## src/rtl/mem_port_arbiter_pkg.sv

```systemverilog
// Shared definitions for the fetch/data memory port arbiter: FSM state
// encodings, grant encodings and the one-hot-to-grant helper.
package mem_port_arbiter_pkg;

  typedef enum logic [1:0] {
    ST_IDLE  = 2'd0,
    ST_ISSUE = 2'd1,
    ST_WAIT  = 2'd2,
    ST_RESP  = 2'd3
  } state_e;

  // Grant encoding doubles as the bit index into the {d, i} request vector.
  typedef enum logic {
    GNT_I = 1'b0,
    GNT_D = 1'b1
  } gnt_e;

  localparam int CNT_W = 3;

  function automatic gnt_e onehot_to_gnt(input logic [1:0] gnt);
    return (gnt == 2'b10) ? GNT_D : GNT_I;
  endfunction

endpackage

```

## src/rtl/mem_port_arbiter_rr_arbiter2.sv

```systemverilog
// Two-way round-robin arbiter, purely combinational. A lone request wins
// outright; on contention the requester that did not win last time wins.
module rr_arbiter2
  import mem_port_arbiter_pkg::*;
(
  input  logic [1:0] req,
  input  gnt_e       last_grant,
  output logic [1:0] gnt
);

  // One-hot grant: pass single requests through, alternate on a tie.
  always_comb begin
    gnt = req;
    if (req == 2'b11) begin
      gnt = (last_grant == GNT_D) ? 2'b01 : 2'b10;
    end
  end

endmodule

```

## src/rtl/mem_port_arbiter.sv

```systemverilog
// Shares one single-ported memory between an instruction-fetch port and a
// load/store port. Each transaction walks IDLE -> ISSUE -> WAIT -> RESP;
// requests are only looked at in IDLE, so a transaction is never preempted.
// Handshake: a requester raises req with stable address/data and holds it
// until its one-cycle valid pulse, then drops req in the following cycle.
// MEM_LATENCY must lie in 1..7 (it is loaded into a 3-bit counter).
module mem_port_arbiter
  import mem_port_arbiter_pkg::*;
#(
  parameter int ADDR_WIDTH  = 16,
  parameter int MEM_LATENCY = 1
) (
  input  logic                  clk,
  input  logic                  reset,
  input  logic                  i_req,
  input  logic [ADDR_WIDTH-1:0] i_addr,
  output logic [31:0]           i_rdata,
  output logic                  i_valid,
  input  logic                  d_req,
  input  logic [ADDR_WIDTH-1:0] d_addr,
  input  logic [3:0]            d_wmask,
  input  logic [31:0]           d_wdata,
  output logic [31:0]           d_rdata,
  output logic                  d_valid,
  output logic                  mem_en,
  output logic [ADDR_WIDTH-1:0] mem_addr,
  output logic [3:0]            mem_wmask,
  output logic [31:0]           mem_wdata,
  input  logic [31:0]           mem_rdata
);

  state_e                  state_q, state_d;
  logic [CNT_W-1:0]        cnt_q, cnt_d;
  gnt_e                    win_q, win_d;
  gnt_e                    last_q, last_d;
  logic [ADDR_WIDTH-1:0]   addr_q, addr_d;
  logic [3:0]              wmask_q, wmask_d;
  logic [31:0]             wdata_q, wdata_d;
  logic [31:0]             i_rdata_q, i_rdata_d;
  logic [31:0]             d_rdata_q, d_rdata_d;
  logic [1:0]              gnt;
  gnt_e                    gnt_sel;

  rr_arbiter2 u_arb (
    .req        ({d_req, i_req}),
    .last_grant (last_q),
    .gnt        (gnt)
  );

  assign gnt_sel = onehot_to_gnt(gnt);

  // Next-state, winner latch, latency counter and read-data capture.
  always_comb begin
    state_d   = state_q;
    cnt_d     = cnt_q;
    win_d     = win_q;
    last_d    = last_q;
    addr_d    = addr_q;
    wmask_d   = wmask_q;
    wdata_d   = wdata_q;
    i_rdata_d = i_rdata_q;
    d_rdata_d = d_rdata_q;
    case (state_q)
      ST_IDLE: begin
        if (gnt != 2'b00) begin
          state_d = ST_ISSUE;
          win_d   = gnt_sel;
          last_d  = gnt_sel;
          if (gnt_sel == GNT_D) begin
            addr_d  = d_addr;
            wmask_d = d_wmask;
            wdata_d = d_wdata;
          end else begin
            // Fetches never write.
            addr_d  = i_addr;
            wmask_d = 4'b0000;
            wdata_d = 32'h0;
          end
        end
      end
      ST_ISSUE: begin
        cnt_d   = CNT_W'(MEM_LATENCY);
        state_d = ST_WAIT;
      end
      ST_WAIT: begin
        cnt_d = cnt_q - 1'b1;
        // The decrement that lands on zero coincides with read data arriving.
        if (cnt_q <= 1) begin
          cnt_d   = '0;
          state_d = ST_RESP;
          if (win_q == GNT_D) d_rdata_d = mem_rdata;
          else                i_rdata_d = mem_rdata;
        end
      end
      ST_RESP: begin
        state_d = ST_IDLE;
      end
      default: begin
        state_d = ST_IDLE;
      end
    endcase
  end

  // State register with synchronous active-low reset; reset abandons any
  // transaction in flight and favours fetch on the first contention.
  always_ff @(posedge clk) begin
    if (!reset) begin
      state_q   <= ST_IDLE;
      cnt_q     <= '0;
      win_q     <= GNT_I;
      last_q    <= GNT_D;
      addr_q    <= '0;
      wmask_q   <= '0;
      wdata_q   <= '0;
      i_rdata_q <= '0;
      d_rdata_q <= '0;
    end else begin
      state_q   <= state_d;
      cnt_q     <= cnt_d;
      win_q     <= win_d;
      last_q    <= last_d;
      addr_q    <= addr_d;
      wmask_q   <= wmask_d;
      wdata_q   <= wdata_d;
      i_rdata_q <= i_rdata_d;
      d_rdata_q <= d_rdata_d;
    end
  end

  assign mem_en    = (state_q == ST_ISSUE);
  assign mem_addr  = addr_q;
  assign mem_wmask = wmask_q;
  assign mem_wdata = wdata_q;
  assign i_rdata   = i_rdata_q;
  assign d_rdata   = d_rdata_q;
  assign i_valid   = (state_q == ST_RESP) && (win_q == GNT_I);
  assign d_valid   = (state_q == ST_RESP) && (win_q == GNT_D);

endmodule

```

## config.mk

```make
export PLATFORM = sky130hd
export DESIGN_NAME = mem_port_arbiter
export DESIGN_NICKNAME = d
export VERILOG_FILES = /design/src/rtl/mem_port_arbiter_pkg.sv /design/src/rtl/mem_port_arbiter_rr_arbiter2.sv /design/src/rtl/mem_port_arbiter.sv
export SDC_FILE = /design/constraint.sdc
export NUM_CORES = 1
export LEC_CHECK = 0
export CAP_MARGIN = 0
export CORE_MARGIN = 5
export CORE_UTILIZATION = 40
export DETAILED_ROUTE_END_ITERATION = 16
export HOLD_SLACK_MARGIN = 0.06
export PLACE_DENSITY = 0.79
export SETUP_SLACK_MARGIN = 0.02
export SYNTH_ARGS = -nofsm -noshare
export SYNTH_HDL_FRONTEND = slang
export SYNTH_SLANG_ARGS = --single-unit
```

## constraint.sdc

```tcl
create_clock -name clk -period 3.9 [get_ports clk]
set_input_delay 1.17 -clock clk [delete_from_list [all_inputs] [get_ports clk]]
set_output_delay 1.17 -clock clk [all_outputs]
set_load 0.03 [all_outputs]
```

==> flow_summary.toml <==
[timing]
fin_crit_sh_pct = 77.2
finalClockSkew_ns = 0.00795
max-slew-margin-rel_pct = 39.4
rsz0062_at_grt = "false"
finalHoldViolCount = 0
fmax_mhz = 332
worst_slew_pin_slew_ns = 0.909
finalSetupViolCount = 0
slew_violations = 0
period_minus_slack_ns = 3.01
fin_setup_tns_ns = 0

[floorplan]
ios = 223
die_h_um = 118
core-area_um2 = 11500
dieWidth_um = 118
die_area_um2 = 14000
start_util_pct = 41.0
rows = 39

[synth]
yosys_warnings = 0
postSynthCellCount = 506
synth_top_area_share_pct = 52.3
synth.net_count = 617
synth.cell_area_um2 = 4700
synth_cell_type_count = 33
syn_avg_cell_area_um2 = 9.30
yosys-top-cells-area = "dfxtp_1 (52%), nand2_1 (8.1%), a22o_1 (6.7%)"
synth_top_area_cell = "dfxtp_1"
ys_ff_latch = 123
yosysSeqAreaShare_pct = 52.3

[clocking]
ctsResizeCount = 0
postCtsHoldBufs = 0
cts_tree = "built"
cts-root-buf = "clkbuf_16"
htree_levels = 4
cts_setup_buffers = 0
clock_path_buffers = 2
clk_pin_slew_ns = 0.05
cts_made_buffers = 17
clock_sinks = 123
clock_latency_ns = 0.41

[drt]
vias_per_cell = 5.08
drtAntennaViolNets = 0
first_pass_iters = 5
drt_iter0_drc = 325
wl_um = 13400
vias = 4385
drc_errors = 0
wl_per_cell_um = 15.5

[setup_path]
crit_type = "reg2out"
critical-path-top-delay-family = "buffers and inverters"
cpPeakStageDelay_ns = 0.72
cp_max_fo = 5
required_ns = 2.73
crit_path_top_delay_cell = "clkdlybuf4s50_1"
critical_path_buf_inv_count = 1
r2r-start = "state_q[0]"
worstPathArrival_ns = 1.84
crit_chain = "ha_1 > nor2b_1 > clkdlybuf4s50_1"
crit_start = "state_q[1]"
endpoint_kind = "primary output"
start_kind = "flop"

[finish]
final_nets = 819
syn_to_final_growth_pct = 59.9
layout_commonest_cell = "clkdlybuf4s50_1"
final_cell_mix = "clkdlybuf4s50_1 (221), dfxtp_1 (123), nand2_1 (102)"
drive_gt1_share_pct = 11.1
n_fill_cell = 902
antennaDiodeCount = 0
fin_util_pct = 65.6

[global_route]
grt_usage_pct = 18.7
antenna_found_initial = 0
grt_overflow = 0
grt_pass1_wl_um = 21500
grt_pass1_vias = 4215
grt_max_degree = 112

[hold_path]
hold_path_class = "reg2reg"
hp-start = "i_rdata[29]"

[power]
power.density_nw_per_um2 = 617
peakVddDrop_mv = 0.439
leakagePower_nw = 2.81

[place]
place.port_buffers = 222
dp.final_hpwl_um = 9610
routabilityCongestion = 0.798

[job]
drv_cap = 0

[outcome]
status = "finished clean"
synth_stat cells:
library cell  number
a21bo_1            1
a21boi_0           1
a21boi_4           1
a21oi_1            2
a22o_1            36
a22oi_1            1
a31oi_1           17
and2_1             1
and3_1             1
and3b_1            1
buf_1              4
buf_2             10
buf_4              4
buf_6              7
clkbuf_1          18
clkbuf_2           1
dfxtp_1          123
ha_1               7
inv_1              5
mux2i_1            2
nand2_1          102
nand2b_1           1
nand3_1           57
nand3_2            8
nor2_1             1
nor2b_1            3
nor3_1             1
nor4bb_1           1
o211ai_1           1
o21a_1             3
o21ai_0           52
o21ai_2           32
or4b_1             1
final cells by class:
class | count | area, um2 | share of cell area, %
timing repair buffer | 227 | 2270 | 30.2
tap | 143 | 179 | 2.38
clock inverter | 5 | 53.8 | 0.715
sequential | 123 | 2460 | 32.7
clock buffer | 27 | 543 | 7.22
multi-input combinational | 334 | 2000 | 26.6
inverter | 5 | 18.8 | 0.249
stage by stage:
step | hold WS [ns] | setup WS, ns | power, W | instance area, um2 | instances
3_5_place_dp | 0.448 | 0.875 | 0.00314 | 6930 | 832
2_1_floorplan | 0.469 | 1.75 | 0.00252 | 4700 | 506
6_report | 0.454 | 0.888 | 0.00464 | 7520 | 864
5_1_grt | 0.476 | 0.782 | 0.00487 | 7520 | 864
3_3_place_gp | 0.443 | 0.938 | 0.00310 | 6930 | 832
4_1_cts | 0.458 | 0.865 | 0.00469 | 7520 | 864
power by group:
| part | switching [W] | total, W | internal [W] |
|---|---|---|---|
| registers | 0.000128 | 0.00161 | 0.00148 |
| logic | 0.000881 | 0.00150 | 0.000614 |
| clock network | 0.000524 | 0.00153 | 0.00101 |
flip-flops by register name (all words and copies together) (netlist names):
| name | cells |
|---|---|
| i_rdata | 32 |
| win_q | 1 |
| state_q | 2 |
| mem_wmask | 4 |
| cnt_q | 3 |
| mem_addr | 16 |
| mem_wdata | 32 |
| last_q | 1 |
| d_rdata | 32 |
layer usage:
metal  vias up  GRT usage (%)  routed length, um
met5         -              0                  0
met4         0           7.09                292
met3        25           7.98               1130
met2       171           30.3               6550
met1      1999           22.1               5460
li1       2190              -                  -
final timing paths:
| check | end | slack, ns | cells after the start |
|---|---|---|---|
| setup / recovery | i_valid | 0.89 | 3 |
| hold / removal | i_rdata[29] | 0.45 | 2 |
| setup reg to reg | i_rdata[14] | 1.82 | 5 |
| hold reg to reg | i_rdata[29] | 0.45 | 2 |
cells by family (layout without fill, tap and decap cells):
| group | count (synthesis) | after routing | synth area share (%) |
|---|---|---|---|
| simple gates | 178 | 178 | 17.5 |
| compound gates | 147 | 147 | 22.2 |
| flops | 123 | 123 | 52.3 |
| buf+inv | 49 | 264 | 5.64 |
| fa+ha+maj | 7 | 7 | 1.86 |
| mux | 2 | 2 | 0.426 |
worst min-delay path: cells and delay by family (launching register included):
family | cells | cell delay (ns)
AOI/OAI and AO/OA | 1 | 0.04
DFF | 1 | 0.31
and+or+nand+nor | 1 | 0.06
Power figures use the tool's default switching activity.
